--- src/rtl/val2_shift_sequencer.sv ---
// Multi-cycle barrel-free shifter for register-specified operand-2 shifts.
// Define VAL2_SHIFT_FAST_EN to shift up to 4 bits per SHIFT cycle.
module val2_shift_sequencer (
  input  logic        clk,
  input  logic        rst_n,
  input  logic        start,
  input  logic        flush,
  input  logic [1:0]  shift_type,
  input  logic [31:0] val_rm,
  input  logic [7:0]  val_rs,
  output logic        ready,
  output logic        busy,
  output logic        done,
  output logic [31:0] val2_out
);

  typedef enum logic [1:0] {
    S_IDLE,
    S_SHIFT,
    S_DONE
  } state_t;

  localparam logic [1:0] T_LSL = 2'b00;
  localparam logic [1:0] T_LSR = 2'b01;
  localparam logic [1:0] T_ASR = 2'b10;
  localparam logic [1:0] T_ROR = 2'b11;

  state_t      r_state;
  state_t      w_next;
  logic [31:0] r_work;
  logic [5:0]  r_cnt;
  logic [1:0]  r_type;
  logic [31:0] r_out;

  logic        w_accept;
  logic [5:0]  w_amt_eff;
  logic [2:0]  w_step_n;
  logic        w_last;
  logic [31:0] w_work_nx;
  logic [5:0]  w_cnt_nx;

  function automatic logic [31:0] f_step(
    input logic [31:0] v,
    input logic [1:0]  t
  );
    logic [31:0] r;
    r = v;
    unique case (t)
      T_LSL: r = {v[30:0], 1'b0};
      T_LSR: r = {1'b0, v[31:1]};
      T_ASR: r = {v[31], v[31:1]};
      T_ROR: r = {v[0], v[31:1]};
      default: r = v;
    endcase
    return r;
  endfunction

  assign w_accept = (r_state == S_IDLE) && start && !flush;

  // ROR wraps at 32; the linear shifts saturate there.
  always_comb begin
    w_amt_eff = 6'd0;
    if (shift_type == T_ROR)
      w_amt_eff = {1'b0, val_rs[4:0]};
    else if (val_rs >= 8'd32)
      w_amt_eff = 6'd32;
    else
      w_amt_eff = val_rs[5:0];
  end

`ifdef VAL2_SHIFT_FAST_EN
  logic [31:0] w_s1;
  logic [31:0] w_s2;
  logic [31:0] w_s3;
  logic [31:0] w_s4;

  assign w_s1 = f_step(r_work, r_type);
  assign w_s2 = f_step(w_s1, r_type);
  assign w_s3 = f_step(w_s2, r_type);
  assign w_s4 = f_step(w_s3, r_type);

  always_comb begin
    w_step_n = 3'd4;
    if (r_cnt < 6'd4)
      w_step_n = r_cnt[2:0];
  end

  always_comb begin
    w_work_nx = r_work;
    unique case (w_step_n)
      3'd1:    w_work_nx = w_s1;
      3'd2:    w_work_nx = w_s2;
      3'd3:    w_work_nx = w_s3;
      3'd4:    w_work_nx = w_s4;
      default: w_work_nx = r_work;
    endcase
  end
`else
  assign w_step_n  = 3'd1;
  assign w_work_nx = f_step(r_work, r_type);
`endif

  assign w_cnt_nx = r_cnt - {3'b000, w_step_n};
  assign w_last   = (r_cnt <= {3'b000, w_step_n});

  always_ff @(posedge clk or negedge rst_n) begin
    if (!rst_n)
      r_state <= S_IDLE;
    else
      r_state <= w_next;
  end

  always_comb begin
    w_next = r_state;
    if (flush) begin
      w_next = S_IDLE;
    end else begin
      unique case (r_state)
        S_IDLE: begin
          if (start)
            w_next = (w_amt_eff == 6'd0) ? S_DONE : S_SHIFT;
        end
        S_SHIFT: begin
          if (w_last)
            w_next = S_DONE;
        end
        S_DONE:  w_next = S_IDLE;
        default: w_next = S_IDLE;
      endcase
    end
  end

  always_ff @(posedge clk or negedge rst_n) begin
    if (!rst_n) begin
      r_work <= 32'd0;
      r_cnt  <= 6'd0;
      r_type <= 2'b00;
      r_out  <= 32'd0;
    end else if (flush) begin
      r_cnt <= 6'd0;
    end else if (w_accept) begin
      r_work <= val_rm;
      r_cnt  <= w_amt_eff;
      r_type <= shift_type;
      if (w_amt_eff == 6'd0)
        r_out <= val_rm;
    end else if (r_state == S_SHIFT) begin
      r_work <= w_work_nx;
      r_cnt  <= w_cnt_nx;
      if (w_last)
        r_out <= w_work_nx;
    end
  end

  assign ready    = (r_state == S_IDLE);
  assign busy     = (r_state == S_SHIFT) || (r_state == S_DONE);
  assign done     = (r_state == S_DONE);
  assign val2_out = r_out;

endmodule

--- config.mk ---
export PLATFORM = sky130hd
export DESIGN_NAME = val2_shift_sequencer
export DESIGN_NICKNAME = d
export VERILOG_FILES = /design/src/rtl/val2_shift_sequencer.sv
export SDC_FILE = /design/constraint.sdc
export NUM_CORES = 1
export LEC_CHECK = 0
export ABC_CLOCK_PERIOD_IN_PS = 2350
export BUFFER_PORTS_ARGS = -buffer_cell sky130_fd_sc_hd__buf_4
export CAP_MARGIN = 20
export CORE_MARGIN = 8
export CORE_UTILIZATION = 50
export DETAILED_ROUTE_END_ITERATION = 16
export PLACE_DENSITY = 0.74
export SYNTH_ARGS = -nofsm -noshare
export SYNTH_HDL_FRONTEND = slang
export SYNTH_SLANG_ARGS = --single-unit
export TNS_END_PERCENT = 1
--- constraint.sdc ---
create_clock -name clk -period 2.35 [get_ports clk]
set_input_delay 0.235 -clock clk [delete_from_list [all_inputs] [get_ports clk]]
set_output_delay 0.235 -clock clk [all_outputs]
set_load 0.01 [all_outputs]
[Word-level counts from Yosys, hierarchy flattened]
Cells that the tools add are included.
Cells by class
  add/subtract/negate cells: 1
  multiply operators: 0
  div/mod/pow operators: 0
  $lt $le $gt $ge: 2
  equality and inequality tests: 9
  shift operators: 0
  mux-type cells: 17
  bitwise operators: 1
  reduce and logical (&&, ||, !) cells: 14
Operators with widths (count)
  32-bit two-way mux: 6
  32-bit one-hot mux with 4 select lines: 1
  6-bit two-way mux: 5
  2-bit equality test (second input constant): 4
  8-bit by 6-bit >= comparator with 1-bit output (second input constant): 1
  2-bit two-way mux: 4
  6-bit by 1-bit less-or-equal comparator with 1-bit output (second input constant): 1
  6-bit logical NOT: 1
  3-bit != test (second input constant): 2
  2-bit AND reduction: 3
  6-bit by 1-bit subtractor with 6-bit output (second input constant): 1
  2-bit by 1-bit equality test with 1-bit output (second input constant): 2
  2-bit logical NOT: 2
  2-bit one-hot mux with 2 select lines: 1
  4-bit AND reduction: 1
  2-bit nonzero test: 2
  3-bit nonzero test: 1
  1-bit logical AND: 2
  2-bit by 1-bit != test with 1-bit output (second input constant): 1
  1-bit logical NOT: 1
  1-bit logical OR: 1
  1-bit inverter: 1
Word-level totals
  bits in registers: 74
  latch bits: 0
  memory bits (writable): 0
  memory bits (read-only): 0
  input port bits: 46
  output and inout bits: 35
  word-level logic and storage cells: 49
  memories kept: 0

[Logic depth before layout (Yosys ltp)]
Gate-level depths: netlist (run 1).
  depth after elaboration: 8
  depth in mapped cells: 10
  gate-level depth less buffers: 6

[Least setup slack after synthesis (run 1)]
Ideal clock, no wire load.
  path kind: reg2reg
  from: register r_state[0]
  to: register r_out[10] (netlist: val2_out[10])
  library setup time: 0.125 ns
  arrival: 2.099 ns
  required time: 2.225 ns
  setup slack: 0.126 ns
  cell stages (with the launch flop): 10
  path buffers: 3
  clock period less this slack: 2.224 ns
  cells stage by stage: dfrtp_1 > inv_1 > ha_1 > clkbuf_1 > and3b_1 > clkbuf_1 > nor4_1 > o21ai_2 > buf_6 > mux2_4
On the way
  cells in the longest elaborated chain, start to end: 5
  elaborated cells on any way between the ends: 9
  those cells by class: eq/ne (2); mux (1); reduce/logical (6)
RTL lines
  from (decl): RTL line 28  | state_t r_state;
  from (signal assigned): RTL line 110  | r_state <= w_next;
  2-bit logical NOT (*)
  via ready: RTL line 11  | output logic ready,
  1-bit logical AND (*) (2 in a row): RTL line 58  | assign w_accept = (r_state == S_IDLE) && start && !flush;
  2-bit by 1-bit != test with 1-bit output (no source line) / 2-bit nonzero test (equally long branches)
  4-bit AND reduction (no source line)
  to (signal assigned): RTL line 146  | r_out <= val_rm;
  to (signal assigned): RTL line 151  | r_out <= w_work_nx;
  to (decl): RTL line 33  | logic [31:0] r_out;
Mark *: on every way through the listed nets, which the timed path passes. The rest lies on a longest branch.
A chain may end at the register's enable or synchronous reset.

[Worst setup path after layout (run 1)]
  from: register r_state[0]
  to: register r_out[28] (netlist: val2_out[28])
On the way
  cells in the longest elaborated chain, start to end: 5
  elaborated cells on any way between the ends: 9
  those cells by class: eq/ne (2); mux (1); reduce/logical (6)
RTL lines (RTL line)
  2-bit logical NOT: 58
  1-bit logical AND (2 in a row): 58
  2-bit by 1-bit != test with 1-bit output (no source line) / 2-bit nonzero test (equally long branches)
  4-bit AND reduction (no source line)
Several ways; a longest one is shown, not always the timed one.

==> impl.org, run 1 <==
** Setup path
- CP max-delay cell :: sky130_fd_sc_hd__dfrtp_1
- The setup check on the worst reg-to-reg path leaves a slack of 220 ps.
- STA classifies the critical path startpoint as a flop.
- STA puts the critical path data arrival time at 2350 ps.
- Traced cell by cell, the critical path runs through inv_1, ha_1, nand3b_1, a2111oi_4, o21ai_4, buf_12, mux2_4.
- Along the worst path, the maximum fanout reaches 32.
- Data required time at the worst endpoint :: 2570 ps
- Kind of end point of the critical path :: flop
- Family of cells with the greatest summed delay on the critical path :: compound AO/OA/AOI/OAI gates
- Maximum single-stage delay on the critical path :: approximately 400 ps
- Critical path buffer and inverter count :: 2
- Kind of critical path :: reg -> reg

** STA
- Final cycle utilization of the critical path :: 0.907
- Unrepaired setup endpoints after global routing :: false
- Rel. slew slack :: 0.380
- For this run, the top clock speed supported by timing is approximately 470 MHz.
- The max-slew violation total from the final report came to 0.
- Final-layout worst hold slack :: approximately 23 ps
- Setup clock skew after layout :: 7.54 ps
- Final Critical Period :: 2130 ps
- In the final timing run, aggregate negative setup slack is 0 ps.
- Hold Vio Cnt, Final :: 0
- Worst slew pin tran :: between 900 and 1000 ps
- Setup violations remaining at the end of the flow were counted as 0.

** Job
- Max-cap violations :: 0

** Placement
- Placed cells :: 496
- Final Wtd Congestion :: just over 0.8
- Count of buffers from port buffering :: 80
- Sum of net half-perimeters after detailed placement :: between 5000 and 6000 µm
- The placed instances occupy a cell area of 4560 µm².

** Cells and area
- After routing the design area is around 4800 µm².
- Layout-stage area growth over the synthesis result :: 24.3%
- Antenna diode count :: 0
- Counting the fill cells in the layout gives 629.
- Fraction of final layout cells with drive strength greater than 1 :: 0.412
- Fin nets :: approximately 460
- The count of cells in the finished layout, fillers not included, comes to around 510.

** Yosys
- In the post-synthesis netlist, the cell with the most instances is sky130_fd_sc_hd__dfrtp_1.
- During synthesis, Yosys emitted a total of 0 warnings.
- The number of different library cells used by synthesis comes to 35.
- Yosys reg bits :: 74
- In the synthesized netlist the dominant register cell turns out to be sky130_fd_sc_hd__dfrtp_1.
- Count of flip-flops with a built-in enable after synthesis :: 0
- Summed over all instances, the cell type with the most area after synthesis is sky130_fd_sc_hd__dfrtp_1.
- Ranking of synthesized cells by instance count :: 74 x sky130_fd_sc_hd__dfrtp_1, 43 x sky130_fd_sc_hd__nand2_1, 34 x sky130_fd_sc_hd__o21ai_0
- The share of synthesized area in the top cell type comes to 0.482.
- When the netlist entered floorplanning its net count stood at 379.
- In this run the mean area of a mapped cell was ~12 µm².
- Counting flops with an async set or reset pin after synthesis yields a share of 1.00.
- Sequential area share after synthesis :: 0.482
- Post-synth design cell area :: slightly below 4000 µm²
- Synthesis produced roughly 330 cells.
- By area the synthesized netlist is led by sky130_fd_sc_hd__dfrtp_1 48%, sky130_fd_sc_hd__mux2_4 11%, sky130_fd_sc_hd__mux2_2 9.4%.

** Clock network
- TritonCTS built the clock tree.
- Post-CTS timing repair inserted 0 buffers for setup.
- Clock-pin slew was measured on the worst setup and hold paths at 80 ps.
- Clk Tree Root Cell :: sky130_fd_sc_hd__clkbuf_8
- Counting along the longest clock path gives a buffer depth of 2.
- Total CTS buffers :: 9
- TritonCTS sink count :: 74
- H-tree depth reported by CTS :: 3
- Clock insertion delay at the later pin of the skew report :: ~340 ps

** Global route
- Via count of the first global-routing pass :: approximately 2,900
- Summed over all layers, the global routing overflow is 0.
- Initial antenna violation count :: 0
- Global-route usage over all layers :: 0.156
- Entering global routing, the biggest net connects between 70 and 80 pins.
- The first global-routing pass estimated between 10,000 and 15,000 µm of wire.

** Pwr
- IR analysis of the VDD net gives a maximum drop of approximately 0.54 mV.
- The analysis attributes to cell leakage a power of between 2 and 2.5 nW.
- Power spread over the standard cell area amounts to roughly 1100 nW/µm².

** Drt
- 1st-pass router iterations :: 4
- Via count of the routed design :: roughly 2,700
- The routed design has around 8300 µm of wire.
- Antenna-violating nets left :: 0
- DRC violations left :: 0
- Via density per instance :: approximately 5.4
- For this block, the initial DRC count from the detailed router was approximately 130.
- Wirelength per Cell :: 16.3 µm

** Floorplan
- In this run the horizontal extent of the chip is just over 100 µm.
- Placement row count :: 32
- After floorplanning, the core was sized to cover around 7600 µm².
- Num ports :: 81
- The initial utilization of the core area, before any placement, comes to 0.508.
- Die Y :: 104 µm
- Die outline area :: between 10,000 and 15,000 µm²

** Status
- The flow ran to the end, and the final reports show no timing, DRC or antenna violations.

** Worst hold path
- In this run the worst hold path is classified as in -> async.
-- cell families after synthesis --
logic type | Yosys count | share of synthesized area
buffers and inverters | 31 | 0.0374
AND/OR/NAND/NOR | 62 | 0.0739
adder cells (fa/ha/maj) | 5 | 0.0163
XOR/XNOR | 4 | 0.00911
flip-flops | 74 | 0.482
AO/OA/AOI/OAI | 59 | 0.0924
multiplexers | 93 | 0.289
-- repair_timing --
item	4_1_cts	5_1_grt
gates resized for setup	0	1
endpoints found under the setup margin	0	28
hold buffers	0	0
-- power by group --
part	total (W)	switching, W	internal (W)
Clock	0.000998	0.000451	0.000547
Sequential	0.00219	0.000389	0.00180
Combinational	0.00230	0.000984	0.00131
Total	0.00549	0.00182	0.00366
-- final timing paths --
check / startpoint / to / depth (start not counted)
min reg2reg: val2_out[21] / val2_out[21] / 1
min: rst_n / r_cnt[1] / 1
max reg2reg: r_state[0] / val2_out[28] / 7
min in group clk: shift_type[0] / r_type[0] / 3
max: r_state[0] / val2_out[28] / 7
max in group asynchronous: rst_n / r_cnt[5] / 1
-- flip-flops by register name (all words and copies together) (netlist names) --
register	cells
r_cnt	6
r_type	2
val2_out	32
r_state	2
r_work	32
-- per-layer routing --
layer	track usage	part of all wire	vias up
met4	0.0651	0.017	0
li1	-	-	1325
met2	0.243	0.47	71
met3	0.0366	0.049	13
met5	0	0	-
met1	0.203	0.47	1333
-- placed cells by master (no fill, tap or decap), types with 2 or more instances in the layout --
cell and n:
sky130_fd_sc_hd__clkbuf_8 11, sky130_fd_sc_hd__o21ai_0 34, sky130_fd_sc_hd__nor2_1 3, sky130_fd_sc_hd__a221oi_1 2
sky130_fd_sc_hd__inv_1 10, sky130_fd_sc_hd__nand2_1 43, sky130_fd_sc_hd__clkinvlp_4 2, sky130_fd_sc_hd__buf_12 2
sky130_fd_sc_hd__o211ai_1 2, sky130_fd_sc_hd__or3_1 2, sky130_fd_sc_hd__xnor2_1 4, sky130_fd_sc_hd__nor2_4 2
sky130_fd_sc_hd__a31oi_1 3, sky130_fd_sc_hd__mux2_2 32, sky130_fd_sc_hd__buf_4 85, sky130_fd_sc_hd__a21oi_1 9
sky130_fd_sc_hd__a211oi_1 4, sky130_fd_sc_hd__dfrtp_1 74, sky130_fd_sc_hd__ha_1 5, sky130_fd_sc_hd__mux2_4 28
sky130_fd_sc_hd__o31ai_1 2, sky130_fd_sc_hd__mux2i_1 33, sky130_fd_sc_hd__nor3b_1 2
-- metrics by stage --
stage / util / worst slack (ps) / power (W)
final: 0.631 / 218 / 0.00549
after global routing: 0.631 / 117 / 0.00585
after floorplan: - / 126 / 0.00366
after detailed placement: 0.603 / 111 / 0.00452
after CTS: 0.630 / 111 / 0.00554
after global placement: 0.603 / 194 / 0.00444
-- layout make-up --
| class | count | area [µm²] | share of cell area |
|---|---|---|---|
| Multi-Input combinational cell | 223 | 1880 | 0.393 |
| Inverter | 10 | 37.5 | 0.00786 |
| Tap cell | 102 | 128 | 0.0267 |
| Clock inverter | 4 | 50.0 | 0.0105 |
| Sequential cell | 74 | 1850 | 0.388 |
| Timing Repair Buffer | 87 | 678 | 0.142 |
| Clock buffer | 12 | 155 | 0.0325 |
-- worst reg2reg max path, delay by kind of cell (launching register included) --
kind            cells  cell delay [ps]
mux                 1              330
flops               1              390
buf+inv             2              310
simple gates        1              200
compound gates      2              460
fa+ha+maj           1              330
No activity file was read; power rests on OpenSTA's default activity.
==> inputs of run 2 (changes only) <==
ABC_CLOCK_PERIOD_IN_PS = 1900   (was 2350)
CORE_UTILIZATION = 49   (was 50)
PLACE_DENSITY = 0.76   (was 0.74)
clock period = 1.9 ns   (was 2.35 ns; I/O delays follow)
==> run 2 against run 1 <==
Net effect:
- combinational power increased by 29%
- sequential power increased by 23%
- routed wire length increased by 0.18%
- setup slack got worse by 180 ps
- count of clock-buffer cells in the layout unchanged
- final area increased by 3.2%
- cell count increased by 1.8%
- global-route usage decreased by 0.084 points
- core utilization increased by 1.4 points
- worst hold slack improved by 33 ps
- flip-flop and latch count unchanged
- largest power group unchanged
- highest routed layer unchanged
==> impl.org, run 2 (synthesis gave the netlist of run 1 again) <==
** Status
- Outcome :: finished clean

** Clock network
- H-tree depth reported by CTS :: 3 (unchanged)
- Total CTS buffers :: 9 (unchanged)
- Number of setup buffers added after CTS :: 0 (unchanged)
- TritonCTS built the clock tree.
- TritonCTS sink count :: 74 (unchanged)
- Worst-path clk slew :: 70 ps (about the same)
- The maximum clock path buffer count was 2 (unchanged).
- The source-to-sink clock delay at the later pin of the worst-skew pair was 340 ps (about the same).
- The tree is rooted in a sky130_fd_sc_hd__clkbuf_8.

** Placement
- The total half-perimeter wirelength after legalization and detailed placement was 5940 µm (+0.57%).
- Post-placement setup slack :: -127 ps (-238 ps)
- The number of placed cells counting well taps was 504 (+1.6%).
- Count of buffers from port buffering :: 80 (unchanged)
- The weighted congestion reported at the end of routability-driven placement is 0.813 (-2.0%).

** Drt
- Via density per instance :: 5.24 (-2.2%)
- Total routed wire length on the met1 layer :: 3800 µm (-2.1%)
- The total number of vias is 2,729 (-0.47%).
- The highest metal layer carrying signal wires in the routed design is met4.
- Wirelength per Cell :: 16.0 µm (-1.6%)
- The met3 wirelength from detailed routing came to 501 µm (+22%).
- The iteration count of the initial detailed-routing pass was 4 (unchanged).
- Number of design-rule violations left by the first detailed-router iteration :: 91 (-27%)
- The met2 layer wire length in the routed design was 3960 µm (+1.5%).
- The total detailed-routing wirelength was 8360 µm (+0.18%).
- The number of routed nets with antenna violations was 0 (unchanged).
- DRC violations left :: 0 (unchanged)

** Cells and area
- The share of post-route cells with drive strength above 1 came to 0.439 (+0.0269).
- Most frequent cells in the layout :: 90 x sky130_fd_sc_hd__buf_4, 74 x sky130_fd_sc_hd__dfrtp_1, 43 x sky130_fd_sc_hd__nand2_1
- Layout-stage area growth over the synthesis result :: 28.3%
- The antenna diode instance count came to 0 (unchanged).
- The number of nets at the end of the flow was 465 (+2.0%).
- Leaving out fill and tap cells, the most frequent cell in the layout is sky130_fd_sc_hd__buf_4.
- The filler-free cell count of the finished design was 521 (+1.8%).

** STA
- Hold Vio Cnt, Final :: 0 (unchanged)
- Final Critical Period :: 1860 ps (-270 ps)
- The worst-case headroom to the max-slew limit came to 0.724 (+0.344).
- Worst slew pin tran :: 413 ps (-517 ps)
- The post-route clock period utilization came to 0.980 (+0.0727).
- Setup repair after global routing could not meet its margin everywhere.
- Final Max Tran Viols :: 0 (unchanged)
- F_max :: 537 MHz (+15%)
- The count of endpoints failing setup in the final report came to 0 (unchanged).
- The final worst-path setup slack is 38.5 ps (-180 ps).
- Setup clock skew after layout :: 6.44 ps (-1.10 ps)

** Global route
- Via count of the first global-routing pass :: 2,925 (+2.1%)
- Wire length of the first global-routing pass :: 14,000 µm (+0.54%)
- The total routing usage reported by global routing was 0.155 (-0.000836).
- The initial antenna violation count was 0 (unchanged).
- Pin count of the biggest net entering global routing :: 70 (-6.7%)
- Remaining global-route overflow :: 0 (unchanged)

** Setup path
- The critical path is of the reg -> reg type.
- Data required time at the worst endpoint :: 2130 ps (-440 ps)
- In this run the critical register-to-register path is launched from r_cnt[4].
- Maximum single-stage delay on the critical path :: 420 ps (+30 ps)
- The setup slack of the most critical reg-to-reg path came to 40 ps (-180 ps).
- The biggest fanout along the worst timing path is 23 (-28%).
- STA classifies the critical path endpoint as a flop.
- The worst setup path is launched from a flop.
- The worst register-to-register path ends at val2_out[26].
- CP max-delay cell :: sky130_fd_sc_hd__or3_1
- Ordered list of cells on the worst path :: or3_1, nor4_2, o21ai_4, buf_12, mux2_4
- The most critical setup path has its startpoint at r_cnt[4].
- The worst endpoint data arrival time is 2090 ps (-260 ps).
- The depth of the worst register-to-register path came to 5 (-2).

** Floorplan
- Standard cell core area :: 7650 µm² (+1.1%)
- Num ports :: 81 (unchanged)
- Initial cell density of the core :: 0.503 (-0.00532)
- The vertical extent of the die came to 105 µm (+0.86%).
- Die outline area :: 10,900 µm² (+1.7%)
- Width of the die :: 105 µm (+0.86%)
- The cell row count is 32 (unchanged).

** Job
- The number of max-capacitance violations reported is 0 (unchanged).

** Pwr
- The power after layout came to 0.00706 W (+29%).
- The power density over cell area came to 1430 nW/µm² (+25%).
- The cell leakage power is 2.39 nW (+3.2%).
- VDD IR max :: 0.491 mV (-9.4%)

** Worst hold path
- The tightest min-delay check is of the in -> reg type.
- Hold Path Sink :: r_type[1]
- Hold-critical path depth :: 3
- The worst hold path begins at shift_type[1].
==> run 2: changes by cell type in the layout (fill, tap and decap cells not counted), sizes merged <==
cell,delta
dlygate4sd3,+1
buf,+8
clkinvlp,-1
bufinv,+1
==> run 2: critical path, delay by kind of cell (launching register included) <==
family,cells,cell delay (ps)
and+or+nand+nor,2,750
AOI/OAI and AO/OA,1,120
muxes,1,310
buffers and inverters,1,190
DFF,1,380
==> run 2: worst max-delay path by stage <==
stage,end
after detailed placement,val2_out[9]
after floorplan,val2_out[10]
after CTS,val2_out[9]
final,val2_out[26]
after global routing,val2_out[15]
after global placement,val2_out[10]
==> run 2: cell type report <==
cell class              count  area, µm²
clock buffers              12        165
clock inverters             4       72.6
fillers                   604       2720
inverters                  10       37.5
multi-input cells         223       1900
flip-flops and latches     74       1850
well taps                 102        128
repair buffers             96        777
==> run 2: per-layer routing <==
layer	global-route usage	up-vias
met3	0.0510	7
li1	-	1338
met5	0	-
met2	0.254	62
met4	0.0507	0
met1	0.189	1322
==> run 2: repair_timing <==
action,4_1_cts,5_1_grt
hold buffers,1,0
setup endpoints to repair,0,31
resized for setup,0,3
hold endpoints to repair,20,0
==> run 2: where the power goes <==
part | total, W | switching, W | internal [W] | leakage, nW
clock network | 0.00140 | 0.000557 | 0.000845 | 0.119
registers | 0.00270 | 0.000476 | 0.00222 | 0.940
logic | 0.00296 | 0.00126 | 0.00170 | 1.33
==> run 2: per-stage QoR <==
step           setup TNS (ps)  utilization  cell area, µm²  hold slack (ps)
2_1_floorplan           -1930            -            3880             -106
3_3_place_gp            -2900        0.611            4670             95.2
3_5_place_dp            -3280        0.611            4670             98.0
4_1_cts                     0        0.643            4920             47.9
5_1_grt                  -201        0.645            4930             47.6
6_report                    0        0.645            4930             56.5
==> inputs of run 3 (changes only) <==
RECOVER_POWER = 100   (was unset)
SKIP_LAST_GASP = 1   (was unset)
==> run 3 against run 2 <==
Net effect:
- critical endpoint is now val2_out[2]
- die area unchanged
- sequential share of layout area increased by 1.2 points
- non-clock buffer count unchanged
- flip-flop and latch count unchanged
- cell count unchanged
- sequential power about the same
- clock power about the same
- via count increased by 0.15%
==> impl.org, run 3 (synthesis gave the netlist of run 1 again) <==
** Placement
- The weighted congestion reported at the end of routability-driven placement was 0.813 (unchanged).
- Count of buffers from port buffering :: 80 (unchanged)
- The worst setup slack after placement is -127 ps (unchanged).
- The total half-perimeter wirelength after legalization and detailed placement came to 5940 µm (unchanged).

** Setup path
- The critical path starts at r_cnt[1].
- Worst-path fanout max :: 9 (-61%)
- STA classifies the critical path endpoint as a flop.
- The worst endpoint required time came to 2120 ps (about the same).
- The critical path is of the reg -> reg type.
- Maximum single-stage delay on the critical path :: 400 ps (-20 ps)
- CP max-delay cell :: sky130_fd_sc_hd__dfrtp_1
- The worst endpoint data arrival time came to 2070 ps (-20 ps).
- Ordered list of cells on the worst path :: inv_1, ha_1, nor2_1, nor4_2, o21ai_4, buf_4, mux2_2
- In this run the critical register-to-register path is launched from r_cnt[1].
- The kind of cell with the highest combined delay along the critical path is flip-flops.
- The worst setup path is launched from a flop.
- The worst path buffer plus inverter count is 2 (+1).

** Drt
- The average vias per placed instance was 5.25 (+0.15%).
- The mean routed wirelength per cell came to 16.2 µm (+0.96%).
- The initial detailed-routing violation count was 85 (-6.6%).
- Final routed wirelength across all metal layers :: 8440 µm (+0.96%)
- The remaining design rule violation count was 0 (unchanged).
- The total number of vias is 2,733 (+0.15%).
- Antenna-violating nets left :: 0 (unchanged)
- 1st-pass router iterations :: 4 (unchanged)

** Cells and area
- Post-Route Utilization :: 0.625 (-0.0196)
- The antenna diode instance count was 0 (unchanged).
- Fraction of final layout cells with drive strength greater than 1 :: 0.351 (-0.0883)
- Filler instances :: 651 (+7.8%)
- The area growth from synthesis to layout is 24.4%.
- Most common library cell in the layout ignoring fill and taps :: sky130_fd_sc_hd__dfrtp_1
- In the layout the commonest cells are 74 x sky130_fd_sc_hd__dfrtp_1, 55 x sky130_fd_sc_hd__buf_4, 43 x sky130_fd_sc_hd__nand2_1.
- The number of nets at the end of the flow is 465 (unchanged).

** Clock network
- CTS tree :: done
- The total clock buffers created by CTS is 9 (unchanged).
- The clock-pin slew on the worst setup and hold paths came to 70 ps (about the same).
- The root buffer cell chosen for the clock tree is sky130_fd_sc_hd__clkbuf_8.
- Number of setup buffers added after CTS :: 0 (unchanged)
- The maximum level of the CTS H-tree came to 3 (unchanged).
- Clock insertion delay at the later pin of the skew report :: 330 ps (about the same)
- Clock Path Buffers :: 2 (unchanged)
- The clock sink count is 74 (unchanged).

** Global route
- Via count of the first global-routing pass :: 2,925 (unchanged)
- The initial antenna violation count came to 0 (unchanged).
- Global-route usage over all layers :: 0.155 (unchanged)
- The global-route wire length before repair came to 14,000 µm (unchanged).
- Remaining global-route overflow :: 0 (unchanged)
- Pin count of the biggest net entering global routing :: 70 (unchanged)

** STA
- The clock skew after layout was 6.30 ps (-0.138 ps).
- Final cycle utilization of the critical path :: 0.974 (-0.00606)
- Setup repair after global routing could not meet its margin everywhere.
- The count of endpoints failing setup in the final report came to 0 (unchanged).
- The max-slew violation total from the final report was 0 (unchanged).
- Worst slew pin tran :: 1200 ps (+784 ps)
- The time the final worst path needs with I/O delays and setup came to 1850 ps (-11.5 ps).
- Sum of negative setup slack :: 0 ps (unchanged)
- Worst Setup Slack, final :: 50.0 ps (+11.5 ps)
- Final-layout worst hold slack :: 62.4 ps (+5.91 ps)
- Rel. slew slack :: 0.202 (-0.523)
- Hold Vio Cnt, Final :: 0 (unchanged)
- F_max :: 541 MHz (+0.62%)

** Floorplan
- Die outline area :: 10,900 µm² (unchanged)
- The cell row count was 32 (unchanged).
- Initial cell density of the core :: 0.503 (unchanged)
- Width of the die :: 105 µm (unchanged)
- Num ports :: 81 (unchanged)
- The vertical extent of the die was 105 µm (unchanged).
- Standard cell core area :: 7650 µm² (unchanged)

** Pwr
- The power density over cell area was 1420 nW/µm² (-0.71%).
- Power, Total :: 0.00680 W (-3.7%)
- The maximum VDD drop is 0.494 mV (+0.58%).
- Pleak :: 2.24 nW (-6.1%)

** Worst hold path
- The worst hold path belongs to the class in -> reg.
- In this run the most critical hold path is launched from shift_type[0].

** Job
- The number of max-capacitance violations reported was 0 (unchanged).

** Status
- The flow ran to the end, and the final reports show no timing, DRC or antenna violations.
[run 3: cell count changes in the layout (fill, tap and decap cells not counted)]
cell / previous run / this run
sky130_fd_sc_hd__buf_12: 4 / 3
sky130_fd_sc_hd__buf_4: 90 / 55
sky130_fd_sc_hd__clkbuf_1: 0 / 36
sky130_fd_sc_hd__nor2_1: 2 / 3
sky130_fd_sc_hd__nor2_2: 1 / 0
[run 3: power by group]
| group | internal [W] | switching, W | total, W | leakage, nW |
|---|---|---|---|---|
| logic | 0.00144 | 0.00126 | 0.00270 | 1.18 |
| clock network | 0.000845 | 0.000552 | 0.00140 | 0.119 |
| registers | 0.00222 | 0.000473 | 0.00270 | 0.940 |
| total | 0.00451 | 0.00228 | 0.00680 | 2.24 |
[run 3: layout make-up]
class | count | area, µm² | share of cell area
Timing Repair Buffer | 96 | 629 | 0.132
Inverter | 10 | 37.5 | 0.00785
Clock inverter | 4 | 72.6 | 0.0152
Multi-Input combinational cell | 223 | 1900 | 0.397
Sequential cell | 74 | 1850 | 0.387
Clock buffer | 12 | 165 | 0.0345
Tap cell | 102 | 128 | 0.0267
[run 3: per-stage QoR]
stage / cells / area, µm²
final: 521 / 4780
after global routing: 521 / 4780
after CTS: 521 / 4920
after detailed placement: 504 / 4670
after global placement: 504 / 4670
after floorplan: 328 / 3880
[run 3: final timing paths]
path	cells past startpoint	slack, ps	to
setup / recovery	7	50	val2_out[2]
hold / removal	3	60	r_type[0]
setup reg to reg	7	50	val2_out[2]
hold reg to reg	1	510	val2_out[7]
max in group asynchronous	3	210	r_cnt[3]
min in group asynchronous	2	620	val2_out[9]
[run 3: per-layer routing]
| layer | vias to the layer above | track usage | wire [µm] |
|---|---|---|---|
| met2 | 66 | 0.254 | 3980 |
| met3 | 8 | 0.0510 | 497 |
| li1 | 1332 | - | - |
| met5 | - | 0 | 0 |
| met4 | 0 | 0.0507 | 93 |
| met1 | 1327 | 0.189 | 3870 |
[run 3: repair_timing]
item | 4_1_cts | 5_1_grt
setup endpoints to repair | 0 | 31
hold buffers | 1 | 0
gates resized for setup | 0 | 1
endpoints found under the hold margin | 20 | 0
[run 3: worst register-to-register path, cell delays in order, from the launching register on]
cell                      delay (ps)
sky130_fd_sc_hd__dfrtp_1         400
sky130_fd_sc_hd__inv_1            80
sky130_fd_sc_hd__ha_1            200
sky130_fd_sc_hd__nor2_1          210
sky130_fd_sc_hd__nor4_2          100
sky130_fd_sc_hd__o21ai_4         160
sky130_fd_sc_hd__buf_4           240
sky130_fd_sc_hd__mux2_2          350
